## src/rtl/dcm_lock_supervisor.sv

```systemverilog
// DCM lock supervisor: pulses DCM RST, waits for a stable LOCKED, retries on timeout/loss, reports clk_ok.
// Optional build macro LOCK_LOSS_FILTER_EN: in RUNNING, lock loss needs 4 consecutive low cycles of locked_s.
module dcm_lock_supervisor #(
    parameter int RST_CYCLES    = 8,
    parameter int LOCK_TIMEOUT  = 262144,
    parameter int STABLE_CYCLES = 1024,
    parameter int MAX_RETRIES   = 15
) (
    input  logic       clk,
    input  logic       reset_n,
    input  logic       locked,
    input  logic       retry_req,
    output logic       dcm_rst,
    output logic       clk_ok,
    output logic       fail,
    output logic [7:0] retry_count,
    output logic [2:0] state
);

    typedef enum logic [2:0] {
        ST_RESET_DCM   = 3'd0,
        ST_WAIT_LOCK   = 3'd1,
        ST_STABLE_WAIT = 3'd2,
        ST_RUNNING     = 3'd3,
        ST_FAILED      = 3'd4
    } state_t;

    localparam int CNT_MAX_A = (LOCK_TIMEOUT > STABLE_CYCLES) ? LOCK_TIMEOUT : STABLE_CYCLES;
    localparam int CNT_MAX   = (CNT_MAX_A > RST_CYCLES) ? CNT_MAX_A : RST_CYCLES;
    localparam int CNT_W     = (CNT_MAX > 1) ? $clog2(CNT_MAX) : 1;

    localparam logic [CNT_W-1:0] RST_LAST    = CNT_W'(RST_CYCLES - 1);
    localparam logic [CNT_W-1:0] TIMEOUT_LAST = CNT_W'(LOCK_TIMEOUT - 1);
    localparam logic [CNT_W-1:0] STABLE_LAST = CNT_W'(STABLE_CYCLES - 1);
    localparam logic [CNT_W-1:0] CNT_ONE     = CNT_W'(1);
    localparam logic [7:0]       MAX_R       = 8'(MAX_RETRIES);

    state_t           state_reg, state_next;
    logic [CNT_W-1:0] cnt_reg, cnt_next;
    logic [7:0]       retry_count_reg, retry_count_next;
    logic [1:0]       sync_reg;
    logic             locked_s;
    logic             run_loss;
    logic             take_retry;
    logic             dcm_rst_reg, clk_ok_reg, fail_reg;

    // LOCKED comes from the DCM's own timing domain; two flops before use
    always_ff @(posedge clk or negedge reset_n) begin
        if (!reset_n) begin
            sync_reg <= 2'b00;
        end else begin
            sync_reg <= {sync_reg[0], locked};
        end
    end

    assign locked_s = sync_reg[1];

`ifdef LOCK_LOSS_FILTER_EN
    logic [1:0] low_cnt_reg;

    always_ff @(posedge clk or negedge reset_n) begin
        if (!reset_n) begin
            low_cnt_reg <= 2'd0;
        end else if (state_reg != ST_RUNNING || locked_s) begin
            low_cnt_reg <= 2'd0;
        end else if (low_cnt_reg != 2'd3) begin
            low_cnt_reg <= low_cnt_reg + 2'd1;
        end
    end

    // fourth consecutive low cycle counts as a real loss
    assign run_loss = !locked_s && (low_cnt_reg == 2'd3);
`else
    assign run_loss = !locked_s;
`endif

    always_comb begin
        state_next       = state_reg;
        retry_count_next = retry_count_reg;
        take_retry       = 1'b0;
        case (state_reg)
            ST_RESET_DCM: begin
                if (cnt_reg == RST_LAST) state_next = ST_WAIT_LOCK;
            end
            ST_WAIT_LOCK: begin
                if (locked_s) state_next = ST_STABLE_WAIT;
                else if (cnt_reg == TIMEOUT_LAST) take_retry = 1'b1;
            end
            ST_STABLE_WAIT: begin
                if (!locked_s) state_next = ST_WAIT_LOCK;
                else if (cnt_reg == STABLE_LAST) state_next = ST_RUNNING;
            end
            ST_RUNNING: begin
                if (run_loss) take_retry = 1'b1;
            end
            ST_FAILED: begin
                state_next = ST_FAILED;
            end
            default: state_next = ST_RESET_DCM;
        endcase

        if (take_retry) begin
            if (retry_count_reg == MAX_R) begin
                state_next = ST_FAILED;
            end else begin
                retry_count_next = retry_count_reg + 8'd1;
                state_next       = ST_RESET_DCM;
            end
        end

        // retry_req overrides every other transition, including a same-cycle timeout
        if (retry_req) begin
            state_next       = ST_RESET_DCM;
            retry_count_next = 8'd0;
        end

        cnt_next = (retry_req || state_next != state_reg) ? '0 : cnt_reg + CNT_ONE;
    end

    always_ff @(posedge clk or negedge reset_n) begin
        if (!reset_n) begin
            state_reg       <= ST_RESET_DCM;
            cnt_reg         <= '0;
            retry_count_reg <= 8'd0;
            dcm_rst_reg     <= 1'b1;
            clk_ok_reg      <= 1'b0;
            fail_reg        <= 1'b0;
        end else begin
            state_reg       <= state_next;
            cnt_reg         <= cnt_next;
            retry_count_reg <= retry_count_next;
            dcm_rst_reg     <= (state_next == ST_RESET_DCM) || (state_next == ST_FAILED);
            clk_ok_reg      <= (state_next == ST_RUNNING);
            fail_reg        <= (state_next == ST_FAILED);
        end
    end

    assign dcm_rst     = dcm_rst_reg;
    assign clk_ok      = clk_ok_reg;
    assign fail        = fail_reg;
    assign retry_count = retry_count_reg;
    assign state       = state_reg;

endmodule
```

## config.mk

```make
export PLATFORM = sky130hd
export DESIGN_NAME = dcm_lock_supervisor
export DESIGN_NICKNAME = d
export VERILOG_FILES = /design/src/rtl/dcm_lock_supervisor.sv
export SDC_FILE = /design/constraint.sdc
export NUM_CORES = 1
export LEC_CHECK = 0
export CAP_MARGIN = 20
export CORE_ASPECT_RATIO = 1.75
export CORE_MARGIN = 2
export CORE_UTILIZATION = 54
export CTS_BUF_LIST = sky130_fd_sc_hd__clkbuf_8 sky130_fd_sc_hd__clkbuf_16
export CTS_CLUSTER_DIAMETER = 150
export DETAILED_ROUTE_END_ITERATION = 6
export PLACE_DENSITY_LB_ADDON = 0.2
export SLEW_MARGIN = 30
export SYNTH_ARGS = -nofsm -noshare
export SYNTH_HDL_FRONTEND = slang
export SYNTH_SLANG_ARGS = --single-unit
```

## constraint.sdc

```tcl
create_clock -name clk -period 2.1 [get_ports clk]
set_input_delay 0.42 -clock clk [delete_from_list [all_inputs] [get_ports clk]]
set_output_delay 0.42 -clock clk [all_outputs]
set_load 0.01 [all_outputs]
```

==> results.md <==
* Status: finished, final reports clean
* Unique masters post-synth at 38
* WL met3 at 114 um
* H-Tree Depth at 2
* Max Slew Vio Count at 0
* WS Path Type: reg -> reg
* Top_reg_cell synth: dfrtp_1
* Yosys warnings at 0
* Sequential share of the synthesized area at 0.490
* Largest area contributor in the netlist: dfrtp_1
* Leakage at 0.890 nW
* Die Height at 79.1 um
* Setup crit start kind: register
* Final hold viol count at 0
* Routability cong. at 0.833
* Total Routing Usage GR at 0.254
* Final HPWL DP at 2870 um
* Routed wire length at 3940 um
* Resize count post-CTS at 0
* WP data required at 2.32 ns
* Max FFs per register at 18
* Residual DRC at 0
* Clk_lat worst skew at 0.29 ns
* Total CTS buffers at 5
* Clk sinks at 34
* Worst setup margin at 0.156 ns
* Cts hold-fix bufs at 0
* Clk buf depth at 2
* Wl on met1 at 1410 um
* CP max FO at 5
* Capturing element type of the critical path: register
* Buffers on Ports at 17
* Gate Count Post-Synth at 177
* Postcts setup bufs at 0
* WHS at 0.381 ns
* Post-route ant nets at 0
* Worst slew pin tran at 0.423 ns
* Synth top area cells: dfrtp_1 47%, nor2_1 5.2%, xor2_1 4.5%
* EDFF count, synth at 0
* Fin crit period at 1.94 ns
* CTS root buf: clkbuf_8
* CTS tree: built
* Die ar. at 3710 sq um
* Fmax at 514 MHz
* Routed len/inst at 15.6 um
* Hold Crit Class: reg -> reg
* Vias per cell at 5.74
* Overall power at 1.22 mW
* WP data arrival at 2.16 ns
* Met2 wire len at 2330 um
* Power Density at 579 nW/um^2
* Final Net Count at 214
* First-pass GRT wire length at 6690 um
* Die width at 46.9 um
* Asr flop ratio synth at 1.00
* Top Layer Used: met4
* Unrepaired setup endpoints after global routing: no
* Detailed Routing Iterations Pass 1 at 4
* Syn avg cell area at 9.83 sq um
* Peak supply drop at 0.430 mV
* Clock Skew at 0.00848 ns
* Most common cell in the netlist: dfrtp_1
* Largest net degree at the start of global routing at 35
* Syn nets at 183
* Post-placement cell count at 243
* Total negative slack for setup checks at 0 ns
* Layout Cells excl Fill at 252
* Layout cells sized above 1 at 0.115
* DRT iter0 DRCs at 29
* Slew margin rel. at 0.718
* Most frequent cells after synthesis: 33 x dfrtp_1, 24 x nor2_1, 12 x nand2_1
* Layout Area Growth over Synthesis at 21.0%
* FP Rows at 27
* Final setup fails at 0
* Clock slew at reported path FFs at 0.07 ns
* Initial antenna violation count at 0
* Post-synthesis register bit count at 34
* Diodes inserted at 0
* Vias in the first global route at 1495
* I/O Pins at 18
* Grt total ovfl at 0
* Fillers at 267
* Share of the synthesized area in the top cell type at 0.475
* Via count at 1447
* Initial Util at 0.560
* Period utilization at 0.926
* Max Cap Viol at 0
* Core outline area at 3110 sq um
* Dpl ws at 0.0372 ns
* Post-Syn Area at 1740 sq um
worst paths after layout:
check	from	to	slack, ns	cells after the start
worst max-delay path	sync_reg[1]	retry_count[6]	0.16	5
worst min-delay path	sync_reg[0]	sync_reg[1]	0.38	0
worst max register to register	sync_reg[1]	retry_count[6]	0.16	5
worst min register to register	sync_reg[0]	sync_reg[1]	0.38	0
max in group asynchronous	reset_n	dcm_rst	1.23	2
min in group asynchronous	reset_n	retry_count[4]	0.55	2
routing by layer:
layer  vias to the layer above  GRT usage
met4                         0      0.119
met2                        30      0.445
li1                        704          -
met5                         -          0
met1                       705      0.271
met3                         8     0.0523
cells by family (layout without fill, tap and decap cells):
group,count (synthesis),after routing,synth area share
xor gates and xnor gates,14,14,0.0705
adders and majority gates,3,3,0.0201
and+or+nand+nor,87,87,0.277
AOI/OAI and AO/OA,29,30,0.102
DFF,34,34,0.490
buffers and inverters,10,41,0.0403
final cells by class:
class / count / area (sq um) / share of cell area
Sequential cell: 34 / 852 / 0.405
Clock inverter: 2 / 7.51 / 0.00357
Clock buffer: 6 / 82.6 / 0.0392
Timing Repair Buffer: 29 / 260 / 0.124
Multi-Input combinational cell: 134 / 833 / 0.396
Inverter: 4 / 15.0 / 0.00713
Tap cell: 43 / 53.8 / 0.0256
critical path, stage by stage (launching register included):
cell and delay [ns]:
dfrtp_1 0.42, nor3b_2 0.21, nand4_1 0.17, o31a_1 0.40, or4_1 0.53, a21oi_1 0.15
per-stage QoR:
step | instance area [sq um] | util
global route | 2100 | 0.677
floorplan | 1740 | -
CTS | 2090 | 0.672
detailed placement | 2000 | 0.643
finish | 2100 | 0.677
global placement | 2000 | 0.643
power by group:
group | switching [mW] | internal (mW) | total, mW
logic | 0.0400 | 0.0260 | 0.0660
clock network | 0.224 | 0.257 | 0.482
registers | 0.00792 | 0.663 | 0.671
cells in the final DEF (no fill, tap or decap), types with 2 or more instances in the layout:
cell and count:
dfrtp_1 33, nor2_1 24, clkdlybuf4s50_1 17, nand2_1 12, buf_4 12, nand4_1 9, a21oi_1 9, o21ai_0 9
xor2_1 9, nand3_1 8, inv_1 6, or4_1 6, clkbuf_8 6, xnor2_1 5, nand2b_1 4, or3_1 4
o31ai_1 4, and4_1 3, o31a_1 3, nor4_1 2, nor2b_1 2, nor3_1 2, a211oi_1 2, and3_1 2
No activity file was read; power rests on OpenSTA's default activity.
